File: src/rtl/sme_pkg.sv
// Shared definitions for the string-matching engine, its host driver and benches.
package sme_pkg;

  localparam int CHAR_W    = 8;
  localparam int STR_MAX   = 32;
  localparam int PAT_MAX   = 8;
  localparam int STR_IDX_W = 5;
  localparam int PAT_IDX_W = 3;
  // Wide enough for TIMEOUT up to 1023 and for the holdoff count.
  localparam int TMR_W     = 10;

  // Pattern metacharacters understood by the engine.
  localparam logic [CHAR_W-1:0] CH_CARET  = 8'h5E;
  localparam logic [CHAR_W-1:0] CH_DOLLAR = 8'h24;
  localparam logic [CHAR_W-1:0] CH_DOT    = 8'h2E;
  localparam logic [CHAR_W-1:0] CH_STAR   = 8'h2A;
  localparam logic [CHAR_W-1:0] CH_SPACE  = 8'h20;

  typedef enum logic [2:0] {
    ST_IDLE,
    ST_SEND_STR,
    ST_SEND_PAT,
    ST_WAIT,
    ST_RESULT,
    ST_HOLD
  } state_e;

  function automatic logic is_meta(input logic [CHAR_W-1:0] c);
    return (c == CH_CARET) || (c == CH_DOLLAR) || (c == CH_DOT) || (c == CH_STAR);
  endfunction

endpackage

File: src/rtl/sme_drv_buf.sv
// String (32x8) and pattern (8x8) register files: one host write port,
// one combinational read port selected by rd_sel.
module sme_drv_buf
  import sme_pkg::*;
(
  input  logic                 clk,
  input  logic                 reset,
  input  logic                 wr_en,
  input  logic                 wr_sel,
  input  logic [STR_IDX_W-1:0] wr_addr,
  input  logic [CHAR_W-1:0]    wr_data,
  input  logic                 rd_sel,
  input  logic [STR_IDX_W-1:0] rd_addr,
  output logic [CHAR_W-1:0]    rd_data
);

  logic [CHAR_W-1:0] str_mem_q [STR_MAX];
  logic [CHAR_W-1:0] pat_mem_q [PAT_MAX];

  // Host writes; both buffers cleared on reset.
  always_ff @(posedge clk or negedge reset) begin
    if (!reset) begin
      for (int i = 0; i < STR_MAX; i++) str_mem_q[i] <= '0;
      for (int i = 0; i < PAT_MAX; i++) pat_mem_q[i] <= '0;
    end else if (wr_en) begin
      if (wr_sel) pat_mem_q[wr_addr[PAT_IDX_W-1:0]] <= wr_data;
      else        str_mem_q[wr_addr]                <= wr_data;
    end
  end

  // Read mux; pattern uses only the low index bits.
  always_comb begin
    rd_data = rd_sel ? pat_mem_q[rd_addr[PAT_IDX_W-1:0]] : str_mem_q[rd_addr];
  end

endmodule

File: src/rtl/sme_driver.sv
// Host-side transmitter for the string-matching engine.
// Optional feature macro: SME_DRV_TIMEOUT_EN (WAIT abort after TIMEOUT cycles).
//
// state    | meaning
// IDLE     | ready; start latches lengths and launches a job
// SEND_STR | streaming string chars on chardata with isstring
// SEND_PAT | streaming pattern chars on chardata with ispattern
// WAIT     | bus quiet, waiting for the engine's valid strobe
// RESULT   | done pulse with captured result
// HOLD     | HOLDOFF quiet cycles before the next job
module sme_driver
  import sme_pkg::*;
#(
  parameter int TIMEOUT = 256,
  parameter int HOLDOFF = 2
) (
  input  logic                 clk,
  input  logic                 reset,
  input  logic                 wr_en,
  input  logic                 wr_sel,
  input  logic [4:0]           wr_addr,
  input  logic [7:0]           wr_data,
  input  logic                 start,
  input  logic                 new_string,
  input  logic [4:0]           str_len_m1,
  input  logic [2:0]           pat_len_m1,
  output logic [7:0]           chardata,
  output logic                 isstring,
  output logic                 ispattern,
  input  logic                 valid,
  input  logic                 match,
  input  logic [4:0]           match_index,
  output logic                 busy,
  output logic                 done,
  output logic                 res_match,
  output logic [4:0]           res_index,
  output logic                 timeout
);

  state_e                 state_q, state_d;
  logic [STR_IDX_W-1:0]   k_q, k_d;
  logic [TMR_W-1:0]       tmr_q, tmr_d;
  logic [STR_IDX_W-1:0]   str_len_q, str_len_d;
  logic [PAT_IDX_W-1:0]   pat_len_q, pat_len_d;
  logic [CHAR_W-1:0]      chardata_q, chardata_d;
  logic                   isstring_q, isstring_d;
  logic                   ispattern_q, ispattern_d;
  logic                   busy_q, busy_d;
  logic                   done_q, done_d;
  logic                   res_match_q, res_match_d;
  logic [STR_IDX_W-1:0]   res_index_q, res_index_d;
`ifdef SME_DRV_TIMEOUT_EN
  logic                   timeout_q, timeout_d;
`endif

  logic                   buf_rd_sel;
  logic [STR_IDX_W-1:0]   buf_rd_addr;
  logic [CHAR_W-1:0]      buf_rd_data;

  // Buffers are frozen while a job is running.
  sme_drv_buf u_buf (
    .clk     (clk),
    .reset   (reset),
    .wr_en   (wr_en && !busy_q),
    .wr_sel  (wr_sel),
    .wr_addr (wr_addr),
    .wr_data (wr_data),
    .rd_sel  (buf_rd_sel),
    .rd_addr (buf_rd_addr),
    .rd_data (buf_rd_data)
  );

  // Next-state logic; k_d/strobe_d describe the char that will be on the bus next cycle.
  always_comb begin
    state_d     = state_q;
    k_d         = k_q;
    tmr_d       = tmr_q;
    str_len_d   = str_len_q;
    pat_len_d   = pat_len_q;
    isstring_d  = 1'b0;
    ispattern_d = 1'b0;
    done_d      = 1'b0;
    res_match_d = res_match_q;
    res_index_d = res_index_q;
`ifdef SME_DRV_TIMEOUT_EN
    timeout_d   = timeout_q;
`endif
    case (state_q)
      ST_IDLE: begin
        if (start && !busy_q) begin
          str_len_d = str_len_m1;
          pat_len_d = pat_len_m1;
          k_d       = '0;
          if (new_string) begin
            state_d    = ST_SEND_STR;
            isstring_d = 1'b1;
          end else begin
            state_d     = ST_SEND_PAT;
            ispattern_d = 1'b1;
          end
        end
      end
      ST_SEND_STR: begin
        if (k_q == str_len_q) begin
          state_d     = ST_SEND_PAT;
          k_d         = '0;
          ispattern_d = 1'b1;
        end else begin
          k_d        = k_q + 1'b1;
          isstring_d = 1'b1;
        end
      end
      ST_SEND_PAT: begin
        if (k_q == {2'b00, pat_len_q}) begin
          state_d = ST_WAIT;
          k_d     = '0;
          tmr_d   = TMR_W'(TIMEOUT - 1);
        end else begin
          k_d         = k_q + 1'b1;
          ispattern_d = 1'b1;
        end
      end
      ST_WAIT: begin
        if (valid) begin
          state_d     = ST_RESULT;
          done_d      = 1'b1;
          res_match_d = match;
          res_index_d = match_index;
`ifdef SME_DRV_TIMEOUT_EN
          timeout_d   = 1'b0;
        end else if (tmr_q == '0) begin
          state_d     = ST_RESULT;
          done_d      = 1'b1;
          res_match_d = 1'b0;
          res_index_d = '0;
          timeout_d   = 1'b1;
        end else begin
          tmr_d = tmr_q - 1'b1;
`endif
        end
      end
      ST_RESULT: begin
        if (HOLDOFF == 0) begin
          state_d = ST_IDLE;
        end else begin
          state_d = ST_HOLD;
          tmr_d   = TMR_W'(HOLDOFF - 1);
        end
      end
      ST_HOLD: begin
        if (tmr_q == '0) state_d = ST_IDLE;
        else             tmr_d   = tmr_q - 1'b1;
      end
      default: state_d = ST_IDLE;
    endcase
    busy_d = (state_d != ST_IDLE);
  end

  assign buf_rd_sel  = ispattern_d;
  assign buf_rd_addr = k_d;

  // Bus data is forced to zero whenever neither strobe is active.
  always_comb begin
    chardata_d = (isstring_d || ispattern_d) ? buf_rd_data : '0;
  end

  // State and registered outputs.
  always_ff @(posedge clk or negedge reset) begin
    if (!reset) begin
      state_q     <= ST_IDLE;
      k_q         <= '0;
      tmr_q       <= '0;
      str_len_q   <= '0;
      pat_len_q   <= '0;
      chardata_q  <= '0;
      isstring_q  <= 1'b0;
      ispattern_q <= 1'b0;
      busy_q      <= 1'b0;
      done_q      <= 1'b0;
      res_match_q <= 1'b0;
      res_index_q <= '0;
`ifdef SME_DRV_TIMEOUT_EN
      timeout_q   <= 1'b0;
`endif
    end else begin
      state_q     <= state_d;
      k_q         <= k_d;
      tmr_q       <= tmr_d;
      str_len_q   <= str_len_d;
      pat_len_q   <= pat_len_d;
      chardata_q  <= chardata_d;
      isstring_q  <= isstring_d;
      ispattern_q <= ispattern_d;
      busy_q      <= busy_d;
      done_q      <= done_d;
      res_match_q <= res_match_d;
      res_index_q <= res_index_d;
`ifdef SME_DRV_TIMEOUT_EN
      timeout_q   <= timeout_d;
`endif
    end
  end

  assign chardata  = chardata_q;
  assign isstring  = isstring_q;
  assign ispattern = ispattern_q;
  assign busy      = busy_q;
  assign done      = done_q;
  assign res_match = res_match_q;
  assign res_index = res_index_q;
`ifdef SME_DRV_TIMEOUT_EN
  assign timeout   = timeout_q;
`else
  assign timeout   = 1'b0;
`endif

endmodule

File: config.mk
export PLATFORM = sky130hd
export DESIGN_NAME = sme_driver
export DESIGN_NICKNAME = d
export VERILOG_FILES = /design/src/rtl/sme_pkg.sv /design/src/rtl/sme_drv_buf.sv /design/src/rtl/sme_driver.sv
export SDC_FILE = /design/constraint.sdc
export NUM_CORES = 1
export LEC_CHECK = 0
export ABC_AREA = 1
export ABC_CLOCK_PERIOD_IN_PS = 4050
export BUFFER_PORTS_ARGS = -buffer_cell sky130_fd_sc_hd__buf_2
export CORE_ASPECT_RATIO = 0.7
export CORE_UTILIZATION = 40
export CTS_CLUSTER_DIAMETER = 200
export DETAILED_ROUTE_END_ITERATION = 10
export GPL_TIMING_DRIVEN = 0
export SLEW_MARGIN = 20
export SYNTH_ARGS = -nofsm -noshare
export SYNTH_HDL_FRONTEND = slang
export SYNTH_SLANG_ARGS = --single-unit
export TNS_END_PERCENT = 50
File: constraint.sdc
create_clock -name clk -period 4.05 [get_ports clk]
set_clock_uncertainty 0.05 [all_clocks]
set_input_delay 0.2025 -clock clk [delete_from_list [all_inputs] [get_ports clk]]
set_output_delay 0.2025 -clock clk [all_outputs]
set_load 0.01 [all_outputs]
==> impl_metrics.py <==
metrics = {
    "cts": {
        "clk_pin_slew_worst_paths_ps": 60,
        "cts_resized": 0,
        "postCtsSetupBuffers": 0,
        "cts_buffers": 38,
        "clk_path_buf_depth": 3,
        "clock_sinks": 364,
        "clkLatencyLatePin_ps": 550,
        "cts-htree-levels": 2,
        "cts_tree": "done",
        "root_buffer": "clkbuf_16",
    },
    "placement": {
        "place_ws_ps": 843,
        "place.gp.congestion": 0.965,
        "dpl.hpwl_um": 44500,
        "portBuffers": 50,
    },
    "cells_and_area": {
        "nets": 2282,
        "multiInputGateArea_um2": 6950,
        "drive_gt1_share_pct": 8.80,
        "layout.area.seq_um2": 9110,
        "fill_cells": 4170,
        "area.growth.synth_to_final_pct": 15.1,
    },
    "synth": {
        "synthCells": 2125,
        "synthFlopType": "dfrtp_1",
        "ys_ff_latch": 364,
        "ys_seq_area_share_pct": 53.1,
        "ys_types": 38,
        "yosysWarnings": 0,
        "synth_top_area_cell": "dfrtp_1",
        "synth_fp_nets": 2162,
        "syn_area_per_cell_um2": 8.08,
        "synth_common_cells": "nand2_1 (619), dfrtp_1 (364), o21ai_0 (346), nand3_1 (255), nand4_1 (117)",
        "synth_top_cell_area_share_pct": 53.1,
        "synth_area_um2": 17200,
        "synth_edf_count": 0,
        "synth.most_common_cell": "nand2_1",
        "ys_top_cells_by_area": "dfrtp_1 (53%), nand2_1 (14%), o21ai_0 (10%)",
        "synthArstFlopShare_pct": 100,
    },
    "timing": {
        "min_period_ps": 3420,
        "whs_ps": 32.7,
        "tightestPinTransition_ps": 1100,
        "fmax_ghz": 0.293,
        "setup_ws_ps": 632,
        "fin_crit_sh_pct": 84.4,
        "slew_headroom_pct": 26.3,
        "grt_setup_unrepaired": "no",
        "drv_slew": 0,
        "finalSetupViolCount": 0,
        "hold_viol": 0,
    },
    "drt": {
        "drt_pre_antenna_iters": 6,
        "dr_total_vias": 16200,
        "avgRoutedWirePerCell_um": 21.9,
        "dr.first_iter.drc_count": 2377,
        "postRouteAntennaNets": 0,
        "drcViolationCount": 0,
        "finalWirelength_um": 61900,
        "via_per_inst": 5.72,
    },
    "floorplan": {
        "core-area_um2": 42300,
        "initial_core_util_pct": 40.6,
        "num_io_pins": 53,
        "die_height_um": 175,
        "die_w_um": 250,
        "design.die.area_um2": 43800,
        "placementRows": 63,
    },
    "job": {
        "cap_violations": 0,
    },
    "pwr": {
        "p_comb_share_pct": 43.8,
        "p_leak_uw": 0.00898,
        "power.share.clock_pct": 23.7,
        "sequentialPowerShare_pct": 32.5,
        "switching_share_pct": 44.2,
        "ir_drop_uv": 415,
        "p_switching_uw": 6750,
        "powerDensity_nw_per_um2": 772,
        "p_int_uw": 8520,
    },
    "setup_path": {
        "crit_fanout": 10,
        "critical_path_required_ps": 4460,
        "crit_type": "flip-flop to flip-flop",
        "arrival_ps": 3830,
        "crit_path_start_kind": "flip-flop",
        "r2r-end": "chardata[2]",
        "reg2regPathDepth": 14,
        "endpoint_kind": "flip-flop",
        "r2r_start": "busy",
        "rrSetupSlack_ps": 630,
    },
    "worst_hold_path": {
        "hp-class": "input port to flip-flop",
        "hold_depth": 4,
        "holdCritStartpoint": "new_string",
        "whs_endpoint": "state_q[1]",
    },
    "run_status": {
        "status": "complete, no violations",
    },
    "grt": {
        "gr-total-overflow": 0,
        "grt_pass1_wl_um": 93200,
        "antenna_found_initial": 0,
        "grt_max_degree": 99,
        "first_global_vias": 15100,
        "grtUsageTotal_pct": 28.3,
    },
}
-- critical path, cell delays in order (launching register included) --
cell	delay, ps
dfrtp_1	550
nor2_1	130
o21ai_1	280
nand2_1	430
nand3_4	300
buf_4	270
buf_4	280
nand2_1	70
nand3_1	70
nand3_1	190
nand3_1	150
nand3_1	180
nand2_1	130
nand2_1	60
nand2_1	160
-- cell usage in the layout, fill, tap and decap left out, types with 3 or more instances in the layout --
cell type	instances
inv_1	112
clkbuf_16	41
ha_1	3
clkinv_2	8
nor4_1	6
nand2_1	619
dfrtp_1	364
nor2_1	50
a21oi_1	21
dlygate4sd3_1	23
a22oi_1	4
nand3_1	255
o211ai_1	11
o2bb2ai_1	6
nor3_2	6
buf_4	12
o21ai_1	9
o21ai_0	346
nor3_1	15
inv_2	8
nand4_1	117
buf_16	3
clkbuf_1	101
clkbuf_8	11
buf_2	95
-- metrics by stage --
stage | TNS (ps) | total power, uW | instance area [um^2] | cells | util, %
global placement | -1625960 | 11300 | 18100 | 2727 | 42.8
global route | 0 | 16000 | 19800 | 2825 | 46.7
finish | 0 | 15300 | 19800 | 2826 | 46.7
floorplan | 0 | 8950 | 17200 | 2125 | -
detailed placement | 0 | 11400 | 18300 | 2734 | 43.1
CTS | 0 | 15000 | 19800 | 2825 | 46.7
-- registers in the layout, indices dropped and copies added (netlist names) --
signal / flops
chardata: 8
u_buf.pat_mem_q: 64
u_buf.str_mem_q: 256
isstring: 1
str_len_q: 5
res_match: 1
pat_len_q: 3
res_index: 5
state_q: 3
busy: 1
tmr_q: 10
ispattern: 1
k_q: 5
done: 1
-- layout make-up --
cell class                      count  share of cell area, %
Sequential cell                   364                   46.1
Clock inverter                      9                  0.354
Timing Repair Buffer               80                   3.09
Antenna cell                        1                 0.0127
Multi-Input combinational cell   1487                   35.2
Clock buffer                       59                   6.09
Tap cell                          552                   3.49
Buffer                            152                   3.37
Inverter                          122                   2.33
-- cell families (layout without fill, tap and decap cells) --
| kind of cell | Yosys count | count (layout) | synth area share (%) |
|---|---|---|---|
| compound gates | 404 | 404 | 12.3 |
| flops | 364 | 364 | 53.1 |
| xor+xnor | 2 | 2 | 0.102 |
| buf+inv | 274 | 422 | 6.56 |
| simple gates | 1077 | 1077 | 27.7 |
| other cells | 1 | 2 | 0.0218 |
| fa+ha+maj | 3 | 3 | 0.219 |
-- routing by layer --
metal  track usage (%)  up-vias  routed length [um]
met5              1.32        -                  78
li1                  -     7388                   -
met1              42.8     7873               28300
met4              6.89        2                1320
met2              38.5      818               24600
met3              9.16       95                7560
-- worst max path at each step --
stage,startpoint,end,slack (ps),cells after the start
2_1_floorplan,state_q[1],chardata[6],1950,14
3_3_place_gp,reset,u_buf.pat_mem_q[36],-4530,1
3_5_place_dp,busy,chardata[7],840,11
4_1_cts,busy,chardata[7],820,11
5_1_grt,k_q[2],chardata[4],540,17
6_report,busy,chardata[2],630,14
-- power groups by stage --
stage / Clock, uW / Combinational, uW / Sequential, uW
floorplan: 0 / 4060 / 4890
global route: 3790 / 7210 / 5040
detailed placement: 0 / 6400 / 5000
global placement: 0 / 6290 / 4990
CTS: 3660 / 6440 / 4950
finish: 3620 / 6680 / 4960
-- timing repair --
action,4_1_cts,5_1_grt
setup endpoints to repair,0,0
hold buffers,23,0
endpoints found under the hold margin,130,0
Note: power is estimated with default switching activity, not from simulation.
